===== config.mk =====
export PLATFORM = sky130hd
export DESIGN_NAME = print_stream_packer_flat
export DESIGN_NICKNAME = d
export VERILOG_FILES = /design/src/rtl/print_stream_packer_if.sv /design/src/rtl/print_stream_packer.sv /design/src/flat_wrapper.sv
export SDC_FILE = /design/constraint.sdc
export NUM_CORES = 1
export LEC_CHECK = 0
export CAP_MARGIN = 30
export CORE_MARGIN = 2
export CORE_UTILIZATION = 49
export CTS_BUF_LIST = sky130_fd_sc_hd__clkbuf_16
export CTS_CLUSTER_SIZE = 16
export DETAILED_ROUTE_END_ITERATION = 8
export GPL_ROUTABILITY_DRIVEN = 0
export HOLD_SLACK_MARGIN = 0.15
export PLACE_DENSITY = 0.69
export SLEW_MARGIN = 20
export SYNTH_ARGS = -nofsm -noshare
export SYNTH_HDL_FRONTEND = slang
export SYNTH_SLANG_ARGS = --single-unit

===== constraint.sdc =====
create_clock -name clk -period 4.4 [get_ports clk]
set_input_delay 0.88 -clock clk [delete_from_list [all_inputs] [get_ports clk]]
set_output_delay 0.88 -clock clk [all_outputs]
set_load 0.05 [all_outputs]

===== src/rtl/print_stream_packer_if.sv =====
// Word stream leaving the packer: one packed console word plus its valid-byte count.
// A word transfers on a clock edge where val_out && ready_downward; the master keeps
// dout/dout_bytes stable while val_out is high and ready_downward is low.
interface print_stream_packer_if;
  logic [31:0] dout;
  logic [2:0]  dout_bytes;
  logic        val_out;
  logic        ready_downward;

  modport master (
    output dout,
    output dout_bytes,
    output val_out,
    input  ready_downward
  );

  modport slave (
    input  dout,
    input  dout_bytes,
    input  val_out,
    output ready_downward
  );
endinterface


===== src/rtl/print_stream_packer.sv =====
// Packs console chars from the core's print_out port little-endian into 32-bit words
// and queues them in a first-word-fall-through FIFO; overflowing words are dropped and counted.
module print_stream_packer #(
  parameter int         DEPTH      = 16,
  parameter int         ADDR_BITS  = 4,
  parameter logic [7:0] FLUSH_CHAR = 8'h0A,
  parameter int         TIMEOUT    = 64
) (
  input  logic                   clk,
  input  logic                   reset,
  input  logic [48:0]            print_in,
  print_stream_packer_if.master  out_if,
  output logic                   overflow,
  output logic [15:0]            drop_count,
  output logic                   pack_state_dbg
);

  localparam int IDLE_W  = (TIMEOUT > 1) ? $clog2(TIMEOUT) : 1;
  localparam int TO_LAST = (TIMEOUT > 0) ? TIMEOUT - 1 : 0;
  localparam int PW      = ADDR_BITS + 1;

  typedef enum logic [0:0] {S_EMPTY = 1'b0, S_PARTIAL = 1'b1} pack_state_e;

  pack_state_e       state;
  logic [31:0]       pack_reg;
  logic [1:0]        byte_cnt;
  logic [IDLE_W-1:0] idle_cnt;

  logic        char_v;
  logic [7:0]  ch;
  logic        unused_print_bits;
  logic [31:0] merged;
  logic        timeout_hit;
  logic        push;
  logic [34:0] push_entry;

  assign char_v            = print_in[48];
  assign ch                = print_in[7:0];
  assign unused_print_bits = ^print_in[47:8];
  assign pack_state_dbg    = state;

  // A char always beats the idle timeout, so at most one push source fires per cycle.
  always_comb begin
    merged      = pack_reg | ({24'd0, ch} << {byte_cnt, 3'b000});
    timeout_hit = (TIMEOUT != 0) && (state == S_PARTIAL) && !char_v &&
                  (idle_cnt == IDLE_W'(TO_LAST));
    push        = 1'b0;
    push_entry  = '0;
    if (char_v && ((byte_cnt == 2'd3) || (ch == FLUSH_CHAR))) begin
      push       = 1'b1;
      push_entry = {{1'b0, byte_cnt} + 3'd1, merged};
    end else if (timeout_hit) begin
      push       = 1'b1;
      push_entry = {1'b0, byte_cnt, pack_reg};
    end
  end

  always_ff @(posedge clk or posedge reset) begin
    if (reset) begin
      state    <= S_EMPTY;
      pack_reg <= '0;
      byte_cnt <= '0;
      idle_cnt <= '0;
    end else if (char_v) begin
      idle_cnt <= '0;
      if (push) begin
        state    <= S_EMPTY;
        pack_reg <= '0;
        byte_cnt <= '0;
      end else begin
        state    <= S_PARTIAL;
        pack_reg <= merged;
        byte_cnt <= byte_cnt + 2'd1;
      end
    end else if (timeout_hit) begin
      state    <= S_EMPTY;
      pack_reg <= '0;
      byte_cnt <= '0;
      idle_cnt <= '0;
    end else if (state == S_PARTIAL) begin
      idle_cnt <= idle_cnt + 1'b1;
    end
  end

  logic [34:0]   mem [DEPTH];
  logic [PW-1:0] wr_ptr;
  logic [PW-1:0] rd_ptr;
  logic          empty;
  logic          full;
  logic          pop;
  logic          accept;
  logic          drop;

  assign empty  = (wr_ptr == rd_ptr);
  assign full   = (wr_ptr[ADDR_BITS-1:0] == rd_ptr[ADDR_BITS-1:0]) &&
                  (wr_ptr[ADDR_BITS] != rd_ptr[ADDR_BITS]);
  assign pop    = !empty && out_if.ready_downward;
  // A pop in the same cycle frees the slot, so a push into a full FIFO still lands.
  assign accept = push && (!full || pop);
  assign drop   = push && full && !pop;

  always_ff @(posedge clk) begin
    if (accept) mem[wr_ptr[ADDR_BITS-1:0]] <= push_entry;
  end

  always_ff @(posedge clk or posedge reset) begin
    if (reset) begin
      wr_ptr     <= '0;
      rd_ptr     <= '0;
      overflow   <= 1'b0;
      drop_count <= '0;
    end else begin
      if (accept) wr_ptr <= wr_ptr + 1'b1;
      if (pop)    rd_ptr <= rd_ptr + 1'b1;
      if (drop) begin
        overflow <= 1'b1;
        if (drop_count != 16'hFFFF) drop_count <= drop_count + 16'd1;
      end
    end
  end

  assign out_if.val_out = !empty;
  assign {out_if.dout_bytes, out_if.dout} = empty ? 35'd0 : mem[rd_ptr[ADDR_BITS-1:0]];

endmodule

===== src/flat_wrapper.sv =====
// flat-port wrapper written by rule: the top's interface ports become plain ports
module print_stream_packer_flat 
#(
  parameter int         DEPTH      = 16,
  parameter int         ADDR_BITS  = 4,
  parameter logic [7:0] FLUSH_CHAR = 8'h0A,
  parameter int         TIMEOUT    = 64
)
  (clk, reset, print_in, overflow, drop_count, pack_state_dbg, out_if_dout, out_if_dout_bytes, out_if_val_out, out_if_ready_downward);
  print_stream_packer_if out_if_i ();
  input  logic clk;
  input  logic reset;
  input  logic [48:0] print_in;
  output logic overflow;
  output logic [15:0] drop_count;
  output logic pack_state_dbg;
  output wire logic [$bits(out_if_i.dout)-1:0] out_if_dout;
  output wire logic [$bits(out_if_i.dout_bytes)-1:0] out_if_dout_bytes;
  output wire logic [$bits(out_if_i.val_out)-1:0] out_if_val_out;
  input wire logic [$bits(out_if_i.ready_downward)-1:0] out_if_ready_downward;
  assign out_if_dout = out_if_i.dout;
  assign out_if_dout_bytes = out_if_i.dout_bytes;
  assign out_if_val_out = out_if_i.val_out;
  assign out_if_i.ready_downward = out_if_ready_downward;
  print_stream_packer #(.DEPTH(DEPTH), .ADDR_BITS(ADDR_BITS), .FLUSH_CHAR(FLUSH_CHAR), .TIMEOUT(TIMEOUT)) u_core (.clk(clk), .reset(reset), .print_in(print_in), .out_if(out_if_i), .overflow(overflow), .drop_count(drop_count), .pack_state_dbg(pack_state_dbg));
endmodule

==> reports/metrics.cfg, run 1 <==
[timing]
fmax_mhz = 236
fin_crit_sh = 0.961
setup_tns_ns = 0
setup_viol = 0
rsz0062_at_grt = false
hold_slack_ns = 0.471
fin_ws_ns = 0.172
slew_headroom = 0.406
fin_skew_ns = 0.0141
hold_viol_final = 0
report.final.slew_viol_count = 0
tightest_slew_ns = 0.884
period_minus_slack_ns = 4.23

[logic_synthesis]
synth_flop_cell = edfxtp_1
synthTopCellsByArea = edfxtp_1, mux4_2, dfrtp_1
syn_area_sq_mm = 0.0246
synth_xor_area_frac = 0.00996
synth-warning-count = 0
synth_cells = 1148
synth_area_leader_cell = edfxtp_1
synth.area.mux_share = 0.162
synth_top_cell_area_share = 0.683
synthArstFlopShare = 0.108
ys_ff_latch = 628
yosysUniqueCellTypes = 42
synth_top_family_by_area = multiplexers
ys_seq_area_frac = 0.752
avgSynthCellArea_sq_um = 21.5
synth-compound-area-share = 0.0277
synth_edf_count = 560
yosys.area_share.simple = 0.0321
syn_nets = 1208
synth_fa_ha_area_frac = 0.00406

[floorplan]
core.rowCount = 82
die_area_sq_mm = 0.0521
fp.dieH_um = 228
initial_core_util = 0.494
io_pins = 106
core_sq_mm = 0.0499
die_x_um = 228

[grt]
grt_max_degree = 73
grt_pass1_wl_mm = 78.7
antenna_found_initial = 1
grt.overflow.total = 0
grt_pass1_vias = 12200
grt_usage = 0.205

[worst_hold_path]
hp-class = reg -> reg

[routing]
ant_nets = 0
drc_errors = 0
drt-total-wl_mm = 52.6
vias = 11900
initialDrtViolationCount = 1234
first_pass_iters = 5
viasPerCell = 5.98
drt-wirelength-per-cell_um = 26.4

[setup_path]
path_max_fanout = 16
crit_type = reg -> out
cp-end-kind = primary output
worstPathArrival_ns = 3.35
critPathRequiredTime_ns = 3.52
cp-start-kind = flop

[flow_run]
cap_violations = 0

[clock_tree]
numClockSinks = 628
clock_path_buffers = 3
numCtsBuffers = 59
cts_tree = yes
clkSlewWorstSetupHoldPaths_ns = 0.06
cts_max_level = 2
worstSkewPairLatency_ns = 0.61
cts_root_buffer = clkbuf_16

[final_layout]
nets = 1331
largest_register_ffs = 560
mostFrequentLayoutCells = edfxtp_1, mux4_2, buf_4, dfrtp_1, a22o_1
seq_area_sq_mm = 0.0185
layout-drive-gt1-share = 0.279
layout_commonest_cell = edfxtp_1
fillers = 3664
diodes = 0
postLayoutCellArea_sq_mm = 0.0285
finalCoreUtilization = 0.571
syn2layout_area_growth_pct = 15.6
multi_input_area_sq_mm = 0.00593

[pwr]
power.density_mw_per_mm2 = 644
ir_drop_uv = 335
p_leak_uw = 0.00950

[run_status]
outcome = complete, no violations

[placement]
io_buffers = 65
dpl-instance-area_sq_mm = 0.0266
preCtsSetupSlack_ns = 0.386
dp_hpwl_mm = 28.4

[what timing repair did]
action	4_1_cts	5_1_grt
setup endpoints to repair	4	2
hold buffers	0	0
gates resized for setup	2	1
buffers inserted	2	1
[metrics by stage]
step	instances	total power, uW
floorplan	1148	11900
global placement	1878	13700
detailed placement	1878	13800
CTS	1991	18500
global route	1993	19100
finish	1993	18300
[final timing paths]
| kind | slack [ns] | to | start | cells after the start |
|---|---|---|---|---|
| setup reg to reg | 1.59 | u_core.mem[3][9]$_DFFE_PP_ | u_core.byte_cnt[0]$_DFFE_PP0P_ | 7 |
| max in group asynchronous | 2.76 | u_core.pack_reg[24]$_DFFE_PP0P_ | reset | 3 |
| min in group asynchronous | 0.69 | u_core.drop_count[13]$_DFFE_PP0P_ | reset | 2 |
| hold reg to reg | 0.47 | u_core.overflow$_DFFE_PP0P_ | u_core.overflow$_DFFE_PP0P_ | 1 |
| hold / removal | 0.47 | u_core.overflow$_DFFE_PP0P_ | u_core.overflow$_DFFE_PP0P_ | 1 |
| setup / recovery | 0.17 | out_if_dout_bytes[1] | u_core.wr_ptr[3]$_DFFE_PP0P_ | 5 |
[final cells by class]
cell class                 count  share of cell area
tap                          672              0.0295
sequential                   628               0.651
clock inverter                52              0.0121
inverter                       8             0.00105
timing repair buffer         127              0.0464
clock buffer                  59              0.0519
multi-input combinational    447               0.208
[worst max-delay path, stage by stage (launching register included)]
cell and delay (ns):
dfrtp_1 0.72, xnor2_1 0.16, nand4_1 0.23, nand2b_2 0.54, and2_1 0.21, clkdlybuf4s50_1 0.87
[report_power, final]
part           internal [uW]  switching (uW)  total (uW)
Combinational           2760            3640        6400
Sequential              6950             238        7190
Clock                   2620            2130        4760
[Yosys cell counts, drive strengths merged (10+ instances only)]
library cell and number:
edfxtp 560, mux4 175, dfrtp 68, a22o 60, and2 36, clkbuf 35
buf 30, nor2 29, nand2 24, xnor2 23, nand4 12, a21oi 10
nand3 10
[logic make-up after synthesis]
| logic type | after synthesis |
|---|---|
| XOR/XNOR | 28 |
| AO/OA/AOI/OAI | 84 |
| multiplexers | 179 |
| flip-flops | 628 |
| adder cells (fa/ha/maj) | 8 |
| AND/OR/NAND/NOR | 148 |
| buffers and inverters | 73 |
[per-layer routing]
metal	track usage	share of wire	up-vias
met5	0	0.00015	-
met2	0.333	0.50	427
li1	-	-	5028
met4	0.0417	0.014	2
met3	0.0398	0.066	61
met1	0.294	0.42	6397
No activity file was read; power rests on OpenSTA's default activity.
==> inputs of run 2 (changes only) <==
Settings changed: DONT_BUFFER_PORTS set to 1, PLACE_DENSITY 0.69 to 0.66.
==> reports/metrics.cfg, run 2 (synthesis gave the netlist of run 1 again) <==
[run_status]
outcome = complete, no violations

[clock_tree]
clock_path_buffers = 3
hold_buffers = 0
cts_max_level = 2
cts_tree = yes
numCtsBuffers = 59
worstSkewPairLatency_ns = 0.62
numClockSinks = 628
cts_resized = 0
cts_root_buffer = clkbuf_16
clkSlewWorstSetupHoldPaths_ns = 0.06
cts_setup_buffers = 0

[final_layout]
syn2layout_area_growth_pct = 12.5
layout-drive-gt1-share = 0.265
nets = 1254
fin_cells = 1917
largest_register_ffs = 560
diodes = 0
postLayoutCellArea_sq_mm = 0.0277
layout_commonest_cell = edfxtp_1
mostFrequentLayoutCells = edfxtp_1, mux4_2, dfrtp_1, a22o_1, clkbuf_16
finalCoreUtilization = 0.556

[timing]
fin_crit_sh = 0.907
rsz0062_at_grt = false
period_minus_slack_ns = 3.99
setup_viol = 0
slew_headroom = 0.415
hold_slack_ns = 0.176
fin_skew_ns = 0.0146
report.final.slew_viol_count = 0
hold_viol_final = 0
fmax_mhz = 251
tightest_slew_ns = 0.871

[pwr]
p_leak_uw = 0.00918
power.total_uw = 17800
clkPwrFrac = 0.277
power.density_mw_per_mm2 = 642
p_switching_uw = 5850
p_int_uw = 12000
seq_power_share = 0.410
p_comb_frac = 0.313
swShare = 0.328
ir_drop_uv = 312

[routing]
initialDrtViolationCount = 1303
met1_length_mm = 21.8
dr_wl_met3_mm = 3.99
first_pass_iters = 4
drc_errors = 0
wl_met2_mm = 25.0
drt-wirelength-per-cell_um = 26.9
drt-total-wl_mm = 51.6
viasPerCell = 5.99
ant_nets = 0
vias = 11500
top_layer = met4

[grt]
grt_pass1_vias = 11900
grt_usage = 0.202
grt.overflow.total = 0
antenna_found_initial = 0
grt_max_degree = 83
grt_pass1_wl_mm = 77.3

[flow_run]
cap_violations = 0

[floorplan]
die_x_um = 228
die_area_sq_mm = 0.0521
io_pins = 106
core_sq_mm = 0.0499
core.rowCount = 82
fp.dieH_um = 228
initial_core_util = 0.494

[setup_path]
r2r-start = u_core.idle_cnt[0]$_DFFE_PP0P_
crit_type = reg -> out
crit_path_start = u_core.rd_ptr[0]$_DFFE_PP0P_
cp-end-kind = primary output
cp-start-kind = flop
worstPathArrival_ns = 3.11
worstRegToRegCells = 7
r2r_setup_slack_ns = 1.41
endpoint = out_if_dout[13]
path_max_fanout = 49
critPathRequiredTime_ns = 3.52
r2r_end = u_core.mem[4][3]$_DFFE_PP_

[placement]
dpl-instance-area_sq_mm = 0.0258
dp_cells = 1804
io_buffers = 0
dp_hpwl_mm = 27.6

[worst_hold_path]
hp-class = in -> async

run 2: changes by cell type in the layout (fill, tap and decap cells not counted), sizes merged:
cell / delta
dlygate4sd2: -2
clkdlybuf4s50: -38
clkinvlp: -3
dlymetal6s2s: -1
clkbuf: +2
buf: -37
inv: +1
bufinv: +3
clkinv: -1
run 2: worst max-delay path, cell delays in order, from the launching register on:
cell,delay [ns]
dfrtp_4,0.62
buf_12,0.41
mux4_2,0.56
mux4_2,0.51
and2_1,0.35
run 2: worst min-delay path by stage:
stage | endpoint | start | cells after the start
3_5_place_dp | u_core.pack_reg[30]$_DFFE_PP0P_ | u_core.pack_reg[30]$_DFFE_PP0P_ | 2
4_1_cts | u_core.overflow$_DFFE_PP0P_ | reset | 1
6_report | u_core.overflow$_DFFE_PP0P_ | reset | 1
3_3_place_gp | u_core.pack_reg[30]$_DFFE_PP0P_ | u_core.pack_reg[30]$_DFFE_PP0P_ | 2
5_1_grt | u_core.overflow$_DFFE_PP0P_ | reset | 1
2_1_floorplan | u_core.rd_ptr[4]$_DFFE_PP0P_ | u_core.rd_ptr[4]$_DFFE_PP0P_ | 1
run 2: power groups by stage:
stage          combinational, uW  sequential (uW)  clock, uW
2_1_floorplan               4730             7190          0
3_3_place_gp                5620             7410          0
3_5_place_dp                5670             7420          0
4_1_cts                     5690             7300       5040
5_1_grt                     5930             7340       5260
6_report                    5570             7300       4940
run 2: layout make-up:
class                      instances  area [sq um]
clock buffer                      60          1500
clock inverter                    52           389
fill                            3772         22100
inverter                           8          30.0
multi-input combinational        447          5930
sequential                       628         18500
tap                              672           841
timing repair buffer              50           493
run 2: stage by stage:
step / setup TNS (ns) / setup WS (ns)
final: 0 / 0.410
after global routing: 0 / 0.135
after CTS: 0 / 0.318
after detailed placement: 0 / 0.724
after global placement: 0 / 0.762
after floorplan: -7.06 / -0.0428
run 2: metal layers:
layer / vias up / GRT usage
met4: 0 / 0.0445
met3: 66 / 0.0475
met2: 424 / 0.321
met1: 6127 / 0.289
met5: - / 0
li1: 4867 / -
